### config.mk
export PLATFORM = sky130hd
export DESIGN_NAME = button_event_queue
export DESIGN_NICKNAME = d
export VERILOG_FILES = /design/src/rtl/button_event_queue.sv
export SDC_FILE = /design/constraint.sdc
export NUM_CORES = 1
export LEC_CHECK = 0
export BUFFER_PORTS_ARGS = -buffer_cell sky130_fd_sc_hd__buf_2
export CAP_MARGIN = 20
export CORE_MARGIN = 10
export CORE_UTILIZATION = 63
export CTS_BUF_LIST = sky130_fd_sc_hd__clkbuf_8
export CTS_CLUSTER_DIAMETER = 80
export DETAILED_ROUTE_END_ITERATION = 10
export PLACE_DENSITY = 0.92
export SETUP_SLACK_MARGIN = 0.1
export SYNTH_ARGS = -nofsm -noshare
export SYNTH_HDL_FRONTEND = slang
export SYNTH_SLANG_ARGS = --single-unit
### constraint.sdc
create_clock -name clock -period 6.1 [get_ports clock]
set_input_delay 0.915 -clock clock [delete_from_list [all_inputs] [get_ports clock]]
set_output_delay 0.915 -clock clock [all_outputs]
set_load 0.005 [all_outputs]
### src/rtl/button_event_queue.sv
// -----------------------------------------------------------------------------
// button_event_queue
//
// Collects one-cycle button press pulses, serialises them (lowest index first)
// into a small event FIFO, and exposes the queue to the CPU as a four-register
// memory-mapped peripheral with a level interrupt.
//
// Ports
//   clock   system clock, rising edge
//   reset   asynchronous, active-high; clears all state
//   pulse   one-cycle press pulses, one bit per button
//   addr    register select: 0 STATUS, 1 EVENT, 2 CTRL, 3 COUNTS
//   read    read strobe (one cycle per access)
//   write   write strobe (one cycle per access)
//   wdata   write data
//   rdata   registered read data, held until the next read
//   rvalid  high for one cycle, the cycle after read
//   irq     registered level interrupt
//
// Register map
//   STATUS  [0] empty [1] full [2] overflow (write 1 to clear)
//           [11:4] count  [19:16] pending
//   EVENT   read pops: {1'b1, 29'b0, index} or 0 when empty; writes ignored
//   CTRL    [0] irq_en (r/w)  [1] flush (write-only, reads 0)
//   COUNTS  {cnt3, cnt2, cnt1, cnt0}, one byte lane each; any write clears
// -----------------------------------------------------------------------------
module button_event_queue #(
    parameter int NUM_BUTTONS = 4,
    parameter int FIFO_DEPTH  = 8,
    parameter int CNT_W       = 8
) (
    input  logic                   clock,
    input  logic                   reset,
    input  logic [NUM_BUTTONS-1:0] pulse,
    input  logic [1:0]             addr,
    input  logic                   read,
    input  logic                   write,
    input  logic [31:0]            wdata,
    output logic [31:0]            rdata,
    output logic                   rvalid,
    output logic                   irq
);

    localparam int PTR_W  = (FIFO_DEPTH > 1) ? $clog2(FIFO_DEPTH) : 1;
    localparam int CNT_FW = PTR_W + 1;

    localparam logic [CNT_FW-1:0] DEPTH_C = CNT_FW'(FIFO_DEPTH);
    localparam logic [CNT_W-1:0]  CNT_MAX = '1;

    localparam logic [1:0] ADDR_STATUS = 2'd0;
    localparam logic [1:0] ADDR_EVENT  = 2'd1;
    localparam logic [1:0] ADDR_CTRL   = 2'd2;
    localparam logic [1:0] ADDR_COUNTS = 2'd3;

    // Saturating increment for the per-button press counters.
    function automatic logic [CNT_W-1:0] sat_inc(input logic [CNT_W-1:0] v,
                                                 input logic             inc);
        return (inc && (v != CNT_MAX)) ? v + CNT_W'(1) : v;
    endfunction

    // ---------------------------------------------------------------------
    // State
    // ---------------------------------------------------------------------
    logic [NUM_BUTTONS-1:0] pending;
    logic [1:0]             mem [FIFO_DEPTH];
    logic [PTR_W-1:0]       wptr;
    logic [PTR_W-1:0]       rptr;
    logic [CNT_FW-1:0]      count;
    logic                   overflow;
    logic                   irq_en;
    logic [CNT_W-1:0]       cnt [NUM_BUTTONS];

    // ---------------------------------------------------------------------
    // Next-state logic
    // ---------------------------------------------------------------------
    logic                   empty;
    logic                   full;
    logic                   pop;
    logic                   push;
    logic                   flush;
    logic                   space;
    logic                   grant_valid;
    logic [1:0]             grant_idx;
    logic [NUM_BUTTONS-1:0] grant_onehot;
    logic [NUM_BUTTONS-1:0] granted;
    logic [NUM_BUTTONS-1:0] pending_next;
    logic                   ovf_event;
    logic                   ovf_clear;
    logic                   overflow_next;
    logic                   irq_en_next;
    logic [CNT_FW-1:0]      count_next;
    logic                   cnt_clear;
    logic [CNT_W-1:0]       cnt_next [NUM_BUTTONS];
    logic [31:0]            read_word;
    logic                   unused_wdata;

    assign unused_wdata = ^wdata[31:3];

    assign empty = (count == '0);
    assign full  = (count == DEPTH_C);
    assign pop   = read  && (addr == ADDR_EVENT) && !empty;
    assign flush = write && (addr == ADDR_CTRL) && wdata[1];
    // A full FIFO still accepts a push when the head leaves in the same cycle.
    assign space = !full || pop;

    // Priority pick of the lowest-index pending button.
    always_comb begin
        grant_valid  = 1'b0;
        grant_idx    = '0;
        grant_onehot = '0;
        for (int i = NUM_BUTTONS - 1; i >= 0; i--) begin
            if (pending[i]) begin
                grant_valid     = 1'b1;
                grant_idx       = 2'(i);
                grant_onehot    = '0;
                grant_onehot[i] = 1'b1;
            end
        end
    end

    // A flush owns the FIFO for its cycle; pending keeps its bits and pushes
    // on the following cycle instead.
    assign push    = grant_valid && space && !flush;
    assign granted = push ? grant_onehot : '0;

    assign pending_next  = (pending | pulse) & ~granted;
    // A press landing on a bit that is still waiting collapses into it.
    assign ovf_event     = |(pulse & pending & ~granted);
    assign ovf_clear     = write && (addr == ADDR_STATUS) && wdata[2];
    assign overflow_next = ovf_event | (overflow & ~ovf_clear);
    assign irq_en_next   = (write && (addr == ADDR_CTRL)) ? wdata[0] : irq_en;

    always_comb begin
        count_next = count;
        if (flush) begin
            count_next = '0;
        end else if (push && !pop) begin
            count_next = count + CNT_FW'(1);
        end else if (pop && !push) begin
            count_next = count - CNT_FW'(1);
        end
    end

    assign cnt_clear = write && (addr == ADDR_COUNTS);

    // A pulse coinciding with the clear is counted as the first new press.
    always_comb begin
        for (int i = 0; i < NUM_BUTTONS; i++) begin
            if (cnt_clear) begin
                cnt_next[i] = pulse[i] ? CNT_W'(1) : '0;
            end else begin
                cnt_next[i] = sat_inc(cnt[i], pulse[i]);
            end
        end
    end

    // Read mux sees pre-write register values.
    always_comb begin
        read_word = '0;
        case (addr)
            ADDR_STATUS: begin
                read_word[0]                = empty;
                read_word[1]                = full;
                read_word[2]                = overflow;
                read_word[4 +: CNT_FW]      = count;
                read_word[16 +: NUM_BUTTONS] = pending;
            end
            ADDR_EVENT: begin
                if (!empty) begin
                    read_word = {1'b1, 29'b0, mem[rptr]};
                end
            end
            ADDR_CTRL: begin
                read_word[0] = irq_en;
            end
            default: begin
                for (int i = 0; i < NUM_BUTTONS; i++) begin
                    read_word[8*i +: CNT_W] = cnt[i];
                end
            end
        endcase
    end

    // ---------------------------------------------------------------------
    // Registers
    // ---------------------------------------------------------------------
    always_ff @(posedge clock or posedge reset) begin
        if (reset) begin
            pending  <= '0;
            wptr     <= '0;
            rptr     <= '0;
            count    <= '0;
            overflow <= 1'b0;
            irq_en   <= 1'b0;
            rdata    <= '0;
            rvalid   <= 1'b0;
            irq      <= 1'b0;
        end else begin
            pending  <= pending_next;
            overflow <= overflow_next;
            irq_en   <= irq_en_next;
            count    <= count_next;
            if (flush) begin
                wptr <= '0;
                rptr <= '0;
            end else begin
                if (push) begin
                    wptr <= wptr + PTR_W'(1);
                end
                if (pop) begin
                    rptr <= rptr + PTR_W'(1);
                end
            end
            rvalid <= read;
            if (read) begin
                rdata <= read_word;
            end
            irq <= irq_en_next & ((count_next != '0) | overflow_next);
        end
    end

    always_ff @(posedge clock or posedge reset) begin
        if (reset) begin
            for (int i = 0; i < NUM_BUTTONS; i++) begin
                cnt[i] <= '0;
            end
        end else begin
            for (int i = 0; i < NUM_BUTTONS; i++) begin
                cnt[i] <= cnt_next[i];
            end
        end
    end

    // Storage is only observable through count, so it carries no reset.
    always_ff @(posedge clock) begin
        if (push) begin
            mem[wptr] <= grant_idx;
        end
    end

endmodule

==> summary.md, run 1 <==
Finish
* 2530 um^2 — Register Area
* 5160 um^2 — post-route cell area
* 0.720 — end-of-flow core utilization
* 11.8% — area added between synthesis and finish
* 0 — Antenna diodes
* 474 — layout filler cell count
* 545 — net count reported at finish
* 0.150 — fraction of final layout cells sized beyond drive strength 1
* 1880 um^2 — multi-input logic area

Logic synthesis
* 0.0268 — adder-cell share of the synthesized area
* 16 — number of synthesized flops with an enable pin
* 0.0493 — xor-xnor portion of the synthesized cell area
* 0.108 — synthesized-area fraction occupied by ao, oa, aoi and oai cells
* 4620 um^2 — netlist area before placement
* 507 — net count of the mapped netlist
* 51 — Synth cell types
* 0.548 — sequential cell area fraction in the yosys report
* 0.0461 — mux contribution to synthesized area
* sky130_fd_sc_hd__dfrtp_1 — main flop type after synthesis
* 98 — flip-flop and latch count after synthesis
* 10.1 um^2 — mean instance size in the synthesized netlist
* 456 — gate count after technology mapping
* sky130_fd_sc_hd__dfrtp_1, sky130_fd_sc_hd__edfxtp_1, sky130_fd_sc_hd__nor2_1 — cell types with the largest area share after synthesis
* sky130_fd_sc_hd__dfrtp_1 — cell with the most instances after synthesis
* simple AND/OR/NAND/NOR gates — dominant combinational cell family by area after synthesis
* 0.444 — Synth top area share
* 0.837 — share of async-settable or async-resettable flops after synthesis
* 0 — Yosys warnings
* sky130_fd_sc_hd__dfrtp_1 — library cell with the largest summed area after synthesis
* 0.177 — area fraction in and, or, nand and nor cells after synthesis
* sky130_fd_sc_hd__dfrtp_1, sky130_fd_sc_hd__nor2_1, sky130_fd_sc_hd__nand2_1 — top cell types by occurrence after synthesis

Clock network
* 0.09 ns — register clock-pin slew on the reported worst setup and hold paths
* 9 — cts bufs inserted
* done — CTS tree
* 98 — number of sinks handled by clock tree synthesis
* 0 — Hold-fix buffers, CTS
* sky130_fd_sc_hd__clkbuf_8 — CTS root buf
* 0 — count of buffers added by post-CTS timing repair for setup
* 0 — number of resized instances in the post-cts repair step
* 0.37 ns — clock insertion delay at the later pin of the skew report
* 3 — H-tree level count
* 2 — maximum buffer depth of the clock tree

Global route
* 83 — maximum number of pins on one net before global-route repair
* 3546 — vias in the first global route
* 0 — number of antenna violations at the first check in global routing
* 0 — total gr overflow
* 16800 um — first-pass GRT wire length
* 0.184 — Tot GR Track Use

Worst setup path
* 3.24 ns — arrival time of the worst setup path
* 6.36 ns — required time of the critical path
* input pin to flop — critical path type
* 0.59 ns — Max stage delay on crit path
* sky130_fd_sc_hd__buf_2 — cell with the biggest individual delay on the critical path
* flop — kind of end point of the critical path
* 47 — CP max FO
* buf_2 > nand3b_1 > nor2_1 > xnor2_1 > mux2i_1 > or3_1 > o31a_1 — cell breakdown of the critical path
* input pin — startpoint class of the critical path

STA
* 0.335 GHz — maximum achievable frequency
* 0.0117 ns — skew final
* 0.514 ns — smallest hold slack
* 0 ns — Setup TNS
* 0 — count of endpoints failing setup in the final report
* false — RSZ-0062 raised after global routing
* 2.98 ns — time the worst path needs with I/O delays and setup
* 0 — final-report max-slew violation count
* 0.489 — fin crit share
* 0.323 — Slew Limit Headroom
* 1.02 ns — Worst Max-Slew Pin Slew
* 0 — total count of hold-check failures in the final report
* 3.12 ns — Final WS setup

Run status
* finished, final reports clean — run status

Min path
* flop to flop — Tightest Hold Check Type

Power and ir drop
* 386 nW/um^2 — PD cells
* 0.00229 uW — Lkg Pwr
* 0.000261 V — worst voltage drop across the vdd grid

Detailed routing
* 10000 um — detailed-route wire length
* 16.8 um — post-detailed-route wirelength per cell
* 0 — ANT nets after route
* 4 — first-pass detailed-route iteration total
* 5.86 — Avg Vias per Cell
* 0 — DRC Markers
* 238 — Iteration-0 DRC Markers
* 3505 — Via Count

Die
* 0.644 — initial cell density of the core
* 76 — number of placed I/O pins
* 106 um — die width
* 7180 um^2 — total core area
* 31 — Row Count
* 106 um — Die Y-Extent
* 11200 um^2 — die outline area

Placed design
* 2.77 ns — worst-case setup slack after placement
* 46 — count of port buffers added during placement
* 6850 um — post-detailed-placement half-perimeter wirelength
* 4890 um^2 — placement-stage cell area
* 0.843 — final weighted congestion in routability-driven placement

Flow run
* 0 — Max-cap violations

## worst max-delay path, delay by kind of cell
family	cells	cell delay, ns
compound gates	1	0.24
xor+xnor	1	0.20
buf+inv	1	0.59
mux	1	0.12
simple gates	3	1.15
## path summary, 6_finish.rpt
check / cells after the start / endpoint / slack [ns] / start
min reg2reg: 1 / rdata[0] / 0.51 / rdata[0]
max in group asynchronous: 3 / rptr[1] / 4.58 / reset
min: 1 / rdata[0] / 0.51 / rdata[0]
min in group asynchronous: 3 / rdata[29] / 0.84 / reset
max: 7 / irq / 3.12 / read
max reg2reg: 8 / irq / 3.49 / count[1]
## placed cells by master (no fill, tap or decap), types with 3 or more instances in the layout
cell type / n
sky130_fd_sc_hd__dfrtp_1: 82
sky130_fd_sc_hd__nor2_1: 62
sky130_fd_sc_hd__nand2_1: 46
sky130_fd_sc_hd__buf_2: 46
sky130_fd_sc_hd__inv_1: 30
sky130_fd_sc_hd__o21ai_0: 28
sky130_fd_sc_hd__a21oi_1: 19
sky130_fd_sc_hd__nand3_1: 16
sky130_fd_sc_hd__edfxtp_1: 16
sky130_fd_sc_hd__xnor2_1: 13
sky130_fd_sc_hd__xor2_1: 13
sky130_fd_sc_hd__and3_1: 10
sky130_fd_sc_hd__mux2i_1: 10
sky130_fd_sc_hd__a22oi_1: 10
sky130_fd_sc_hd__nand4_1: 9
sky130_fd_sc_hd__ha_1: 9
sky130_fd_sc_hd__clkbuf_8: 9
sky130_fd_sc_hd__nor3_1: 8
sky130_fd_sc_hd__o211ai_1: 4
sky130_fd_sc_hd__mux4_2: 4
sky130_fd_sc_hd__a211oi_1: 4
sky130_fd_sc_hd__o21a_1: 3
sky130_fd_sc_hd__a31oi_1: 3
sky130_fd_sc_hd__bufinv_16: 3
## cell families (layout without fill, tap and decap cells)
logic type      after synthesis  count (layout)
compound gates               82              82
buf+inv                      52              95
mux                          16              16
xor+xnor                     26              26
fa+ha+maj                    10              10
flops                        98              98
simple gates                172             172
## per-stage QoR
stage / cells / power (uW)
detailed placement: 581 / 1480
global placement: 581 / 1440
CTS: 597 / 1990
floorplan: 456 / 1340
finish: 598 / 1990
global route: 598 / 2110
## routing by layer
metal  vias to the layer above  wire length (um)  share of wire  track usage
met3                        20               667          0.066       0.0487
met4                         0               227          0.023       0.0793
met1                      1693              4080           0.41        0.216
li1                       1664                 -              -            -
met2                       128              5070           0.50        0.311
met5                         -                 0              0            0
## cell type report
type / count / share of cell area
clock inverter: 7 / 0.0240
multi-input combinational: 306 / 0.363
inverter: 31 / 0.0228
timing repair buffer: 48 / 0.0514
tap: 99 / 0.0240
clock buffer: 9 / 0.0240
sequential: 98 / 0.490
## registers in the layout, indices dropped and copies added (netlist names)
signal,flops
rvalid,1
wptr,3
rptr,3
rdata,32
overflow,1
irq_en,1
cnt,32
mem,16
count,4
irq,1
pending,4
## power by group
part           total, uW  internal, uW  switching, uW
sequential          1000           827            175
clock                508           276            232
combinational        484           219            264
No activity file was read; power rests on OpenSTA's default activity.
==> inputs of run 2 (changes only) <==
--- a/config.mk
+++ b/config.mk
@@ -8,11 +8,11 @@
 export BUFFER_PORTS_ARGS = -buffer_cell sky130_fd_sc_hd__buf_2
 export CAP_MARGIN = 20
 export CORE_MARGIN = 10
-export CORE_UTILIZATION = 63
+export CORE_UTILIZATION = 53
 export CTS_BUF_LIST = sky130_fd_sc_hd__clkbuf_8
 export CTS_CLUSTER_DIAMETER = 80
 export DETAILED_ROUTE_END_ITERATION = 10
-export PLACE_DENSITY = 0.92
+export PLACE_DENSITY = 0.83
 export SETUP_SLACK_MARGIN = 0.1
 export SYNTH_ARGS = -nofsm -noshare
 export SYNTH_HDL_FRONTEND = slang
==> constraint.sdc (replaced) <==
create_clock -name clock -period 2.6 [get_ports clock]
set_input_delay 0.39 -clock clock [delete_from_list [all_inputs] [get_ports clock]]
set_output_delay 0.39 -clock clock [all_outputs]
set_load 0.005 [all_outputs]
==> summary.md, run 2 (synthesis gave the netlist of run 1 again) <==
Power and ir drop
* 0.00232 uW — Lkg Pwr, +1.2%
* 0.000587 V — worst voltage drop across the vdd grid, +120%
* 863 nW/um^2 — PD cells, +120%

Global route
* 48 — maximum number of pins on one net before global-route repair, -42%
* 0.156 — Tot GR Track Use, -0.0281
* 0 — total gr overflow, unchanged
* 16600 um — first-pass GRT wire length, -0.98%
* 0 — number of antenna violations at the first check in global routing, unchanged
* 3360 — vias in the first global route, -5.2%

Placed design
* 46 — count of port buffers added during placement, unchanged
* 0.921 — final weighted congestion in routability-driven placement, +9.2%
* 7110 um — post-detailed-placement half-perimeter wirelength, +3.9%
* 0.191 ns — worst-case setup slack after placement, -2.58 ns

Flow run
* 0 — Max-cap violations, unchanged

Finish
* 554 — net count reported at finish, +1.7%
* cnt: 32 flops, rdata: 32 flops, mem: 16 flops — leading registers by flop count
* 0 — Antenna diodes, unchanged
* sky130_fd_sc_hd__dfrtp_1 — leading cell type in the layout, fill and taps excluded
* sky130_fd_sc_hd__dfrtp_1, sky130_fd_sc_hd__nor2_1, sky130_fd_sc_hd__nand2_1, sky130_fd_sc_hd__buf_2, sky130_fd_sc_hd__inv_1 — commonest cells after routing, fill and taps aside
* 12.7% — area added between synthesis and finish
* 693 — layout filler cell count, +46%
* 0.169 — fraction of final layout cells sized beyond drive strength 1, +0.0190

Worst setup path
* 9 — reg2reg path depth, +1
* flop — startpoint class of the critical path
* 10 — CP max FO, -79%
* count[0] — launching point of the worst reg2reg path
* irq — endpoint of the lowest-slack register-to-register path
* 0.26 ns — FF-to-FF setup slack, -3.23 ns
* 2.85 ns — required time of the critical path, -3.51 ns
* flop — kind of end point of the critical path
* 2.58 ns — arrival time of the worst setup path, -0.66 ns
* flop to flop — critical path type

STA
* false — RSZ-0062 raised after global routing
* 0.262 ns — Final WS setup, -2.85 ns
* 0.899 — fin crit share
* 0 — final-report max-slew violation count, unchanged
* 0 — count of endpoints failing setup in the final report, unchanged
* 2.34 ns — time the worst path needs with I/O delays and setup
* 0 — total count of hold-check failures in the final report, unchanged
* 0.0113 ns — skew final, -0.000380 ns
* 0.576 — Slew Limit Headroom, +0.253
* 0.0718 ns — smallest hold slack, -0.442 ns
* 0 ns — Setup TNS, unchanged
* 0.634 ns — Worst Max-Slew Pin Slew, -0.381 ns
* 0.428 GHz — maximum achievable frequency

Detailed routing
* 3395 — Via Count, -3.1%
* 176 — Iteration-0 DRC Markers, -26%
* 0 — DRC Markers, unchanged
* 4 — first-pass detailed-route iteration total, unchanged
* 0 — ANT nets after route, unchanged
* 15.9 um — post-detailed-route wirelength per cell, -5.3%
* 5.54 — Avg Vias per Cell, -5.5%
* 9750 um — detailed-route wire length, -2.9%

Clock network
* done — CTS tree
* 98 — number of sinks handled by clock tree synthesis, unchanged
* sky130_fd_sc_hd__clkbuf_8 — CTS root buf
* 0 — Hold-fix buffers, CTS, unchanged
* 9 — cts bufs inserted, unchanged
* 0.10 ns — register clock-pin slew on the reported worst setup and hold paths, about the same
* 0.36 ns — clock insertion delay at the later pin of the skew report, about the same
* 2 — maximum buffer depth of the clock tree, unchanged
* 3 — H-tree level count, unchanged

Min path
* input pin to asynchronous set/reset pin — Tightest Hold Check Type

Die
* 0.554 — initial cell density of the core, -0.0899
* 113 um — Die Y-Extent, +7.3%
* 33 — Row Count, +6.5%
* 8340 um^2 — total core area, +16%
* 113 um — die width, +7.3%
* 12800 um^2 — die outline area, +15%
* 76 — number of placed I/O pins, unchanged

Run status
* finished, final reports clean — run status

## run 2: metal layers
layer | wire [um] | vias up | global-route usage
met5 | 0 | - | 0
met4 | 97 | 0 | 0.0508
met3 | 636 | 9 | 0.0365
met2 | 4640 | 83 | 0.243
met1 | 4370 | 1631 | 0.209
li1 | - | 1672 | -
## run 2: where the power goes
part,switching [uW],internal (uW),leakage (uW)
sequential,399,1940,0.00121
clock,546,454,0.000100
combinational,611,541,0.00101
total,1560,2940,0.00232
## run 2: worst max-delay path, stage by stage (launching register included)
cell and delay [ns]:
sky130_fd_sc_hd__dfrtp_1 0.40, sky130_fd_sc_hd__inv_1 0.10, sky130_fd_sc_hd__ha_1 0.24, sky130_fd_sc_hd__and3b_1 0.20
sky130_fd_sc_hd__a211o_1 0.32, sky130_fd_sc_hd__buf_4 0.18, sky130_fd_sc_hd__nand2_1 0.07, sky130_fd_sc_hd__mux2i_1 0.09
sky130_fd_sc_hd__or3_1 0.37, sky130_fd_sc_hd__o31a_1 0.24
## run 2: worst max path at each step
| stage | from | to |
|---|---|---|
| 2_1_floorplan | reset | cnt[0] |
| 3_3_place_gp | count[1] | irq |
| 3_5_place_dp | count[1] | mem[4][0] |
| 4_1_cts | count[1] | mem[4][1] |
| 5_1_grt | count[1] | irq |
| 6_report | count[0] | irq |
## run 2: repair_timing
action                     in CTS  in global routing
buffers inserted                0                  1
gates resized for setup         0                  2
setup endpoints to repair       0                  3
## run 2: cell type report
class | count | area (um^2) | area share
timing repair buffer | 57 | 338 | 0.0649
tap | 105 | 131 | 0.0252
clock buffer | 9 | 124 | 0.0238
multi-input combinational | 306 | 1880 | 0.362
sequential | 98 | 2530 | 0.487
clock inverter | 7 | 77.6 | 0.0149
inverter | 31 | 118 | 0.0226
## run 2: stage by stage
stage | area (um^2) | util | power, uW | cells
CTS | 5190 | 0.622 | 4500 | 612
detailed placement | 4990 | 0.598 | 3510 | 596
finish | 5200 | 0.624 | 4490 | 613
global route | 5200 | 0.624 | 4790 | 613
global placement | 4990 | 0.598 | 3430 | 596
floorplan | 4620 | - | 3150 | 456
==> inputs of run 3 (changes only) <==
--- a/config.mk
+++ b/config.mk
@@ -7,7 +7,6 @@
 export LEC_CHECK = 0
 export BUFFER_PORTS_ARGS = -buffer_cell sky130_fd_sc_hd__buf_2
 export CAP_MARGIN = 20
-export CORE_MARGIN = 10
 export CORE_UTILIZATION = 53
 export CTS_BUF_LIST = sky130_fd_sc_hd__clkbuf_8
 export CTS_CLUSTER_DIAMETER = 80
@@ -17,3 +16,4 @@
 export SYNTH_ARGS = -nofsm -noshare
 export SYNTH_HDL_FRONTEND = slang
 export SYNTH_SLANG_ARGS = --single-unit
+export TNS_END_PERCENT = 30
==> summary.md, run 3 (synthesis gave the netlist of run 1 again) <==
Run status
* finished, final reports clean — run status

Finish
* 13.5% — area added between synthesis and finish
* cnt: 32 flops, rdata: 32 flops, mem: 16 flops — leading registers by flop count
* 0 — Antenna diodes, unchanged
* 0.175 — fraction of final layout cells sized beyond drive strength 1, +0.00615
* sky130_fd_sc_hd__dfrtp_1, sky130_fd_sc_hd__nor2_1, sky130_fd_sc_hd__nand2_1, sky130_fd_sc_hd__buf_2, sky130_fd_sc_hd__inv_1 — commonest cells after routing, fill and taps aside
* 0.629 — end-of-flow core utilization, +0.00465
* 559 — net count reported at finish, +0.90%
* sky130_fd_sc_hd__dfrtp_1 — leading cell type in the layout, fill and taps excluded
* 618 — final instance count without filler cells, +0.82%

Power and ir drop
* 0.00235 uW — Lkg Pwr, +1.2%
* 0.342 — switch share, -0.00417
* 0.275 — part of the total power dissipated in combinational logic, +0.018
* 869 nW/um^2 — PD cells, +0.71%
* 0.510 — power share of the sequential group, -0.011
* 1560 uW — power dissipated by switching net loads, +0.24%
* 0.000638 V — worst voltage drop across the vdd grid, +8.7%
* 3000 uW — internal power, +2.1%
* 0.215 — clock share of power, -0.007

Global route
* 3348 — vias in the first global route, -0.36%
* 45 — maximum number of pins on one net before global-route repair, -6.3%
* 0 — total gr overflow, unchanged
* 0.230 — Tot GR Track Use, +0.0744
* 0.307 — global-route track usage on met1, +0.0976
* 0 — number of antenna violations at the first check in global routing, unchanged
* 15800 um — first-pass GRT wire length, -4.8%
* 0.0494 — met3 global-route usage, +0.0130
* met2 — most heavily used metal layer in global routing
* 0.375 — met2 track utilization from global routing, +0.132

Placed design
* 598 — number of placed cells counting well taps, +0.34%
* 46 — count of port buffers added during placement, unchanged
* 6730 um — post-detailed-placement half-perimeter wirelength, -5.4%
* 0.121 ns — worst-case setup slack after placement, -0.0699 ns
* 0.965 — final weighted congestion in routability-driven placement, +4.8%

Clock network
* sky130_fd_sc_hd__clkbuf_8 — CTS root buf
* 98 — number of sinks handled by clock tree synthesis, unchanged
* 2 — maximum buffer depth of the clock tree, unchanged
* 3 — H-tree level count, unchanged
* 9 — cts bufs inserted, unchanged
* 0 — Hold-fix buffers, CTS, unchanged
* done — CTS tree
* 0.36 ns — clock insertion delay at the later pin of the skew report, about the same
* 0.09 ns — register clock-pin slew on the reported worst setup and hold paths, about the same

STA
* 0.543 — Slew Limit Headroom, -0.0324
* 0 — final-report max-slew violation count, unchanged
* 0 ns — Setup TNS, unchanged
* 0.682 ns — Worst Max-Slew Pin Slew, +0.0484 ns
* 0.415 GHz — maximum achievable frequency, -3.0%
* 0.00805 ns — skew final, -0.00327 ns
* false — RSZ-0062 raised after global routing
* 0 — count of endpoints failing setup in the final report, unchanged
* 0.927 — fin crit share, +0.0277
* 0 — total count of hold-check failures in the final report, unchanged
* 2.41 ns — time the worst path needs with I/O delays and setup, +0.0720 ns
* 0.190 ns — Final WS setup, -0.0720 ns

Detailed routing
* 3534 — Via Count, +4.1%
* 229 — Iteration-0 DRC Markers, +30%
* 9720 um — detailed-route wire length, -0.30%
* 5 — first-pass detailed-route iteration total, +1
* 5.72 — Avg Vias per Cell, +3.3%
* 15.7 um — post-detailed-route wirelength per cell, -1.1%
* 0 — ANT nets after route, unchanged
* 0 — DRC Markers, unchanged

Worst setup path
* flop — kind of end point of the critical path
* flop — startpoint class of the critical path
* flop to flop — critical path type
* 5 — CP max FO, -5
* 2.65 ns — arrival time of the worst setup path, +0.07 ns
* 2.84 ns — required time of the critical path, about the same

Die
* 8340 um^2 — total core area, unchanged
* 95.3 um — die width, -16%
* 0.554 — initial cell density of the core, unchanged
* 33 — Row Count, unchanged
* 9090 um^2 — die outline area, -29%
* 76 — number of placed I/O pins, unchanged
* 95.3 um — Die Y-Extent, -16%

Min path
* input pin to asynchronous set/reset pin — Tightest Hold Check Type

Flow run
* 0 — Max-cap violations, unchanged

==> run 3: power groups by stage <==
stage,Combinational [uW],Clock [uW],Sequential (uW)
finish,1250,979,2330
global route,1400,1050,2370
CTS,1180,989,2320
detailed placement,1170,0,2340
global placement,1110,0,2320
floorplan,929,0,2220
==> run 3: timing repair <==
action | 4_1_cts | 5_1_grt
buffers inserted | 0 | 4
cloned | 0 | 0
pin swaps | 0 | 1
resized for setup | 1 | 3
setup endpoints to repair | 1 | 3
==> run 3: critical path: stages, from the launching register on <==
cell and delay, ns:
sky130_fd_sc_hd__dfrtp_2 0.40, sky130_fd_sc_hd__inv_1 0.08, sky130_fd_sc_hd__ha_1 0.25, sky130_fd_sc_hd__and3b_1 0.23
sky130_fd_sc_hd__a211o_4 0.37, sky130_fd_sc_hd__mux2i_2 0.20, sky130_fd_sc_hd__mux2i_1 0.12, sky130_fd_sc_hd__or3_1 0.39
sky130_fd_sc_hd__o31a_1 0.25
==> run 3: metal layers <==
| layer | wire length (um) | up-vias |
|---|---|---|
| li1 | - | 1682 |
| met1 | 4270 | 1711 |
| met2 | 4640 | 129 |
| met3 | 667 | 12 |
| met4 | 140 | 0 |
| met5 | 0 | - |
==> run 3: worst paths after layout <==
check	start	end	slack [ns]	cells after the start
min in group clock	wdata[0]	irq_en	0.28	2
max in group asynchronous	reset	rptr[2]	1.86	3
worst min register to register	rdata[21]	rdata[21]	0.52	2
worst max register to register	count[0]	irq	0.19	8
worst min-delay path	reset	rdata[27]	0.1	2
worst max-delay path	count[0]	irq	0.19	8
==> run 3: layout make-up <==
class / count / area, um^2
Sequential cell: 98 / 2530
Fill cell: 661 / 3100
Inverter: 31 / 118
Tap cell: 105 / 131
Multi-Input combinational cell: 306 / 1890
Timing Repair Buffer: 62 / 375
Clock buffer: 10 / 138
Clock inverter: 6 / 58.8
==> run 3: metrics by stage <==
stage / instance area [um^2] / total power (uW) / hold WS [ns]
2_1_floorplan: 4620 / 3150 / 0.421
3_3_place_gp: 4990 / 3420 / 0.487
3_5_place_dp: 4990 / 3510 / 0.506
4_1_cts: 5190 / 4490 / 0.121
5_1_grt: 5240 / 4820 / 0.145
6_report: 5240 / 4560 / 0.0955
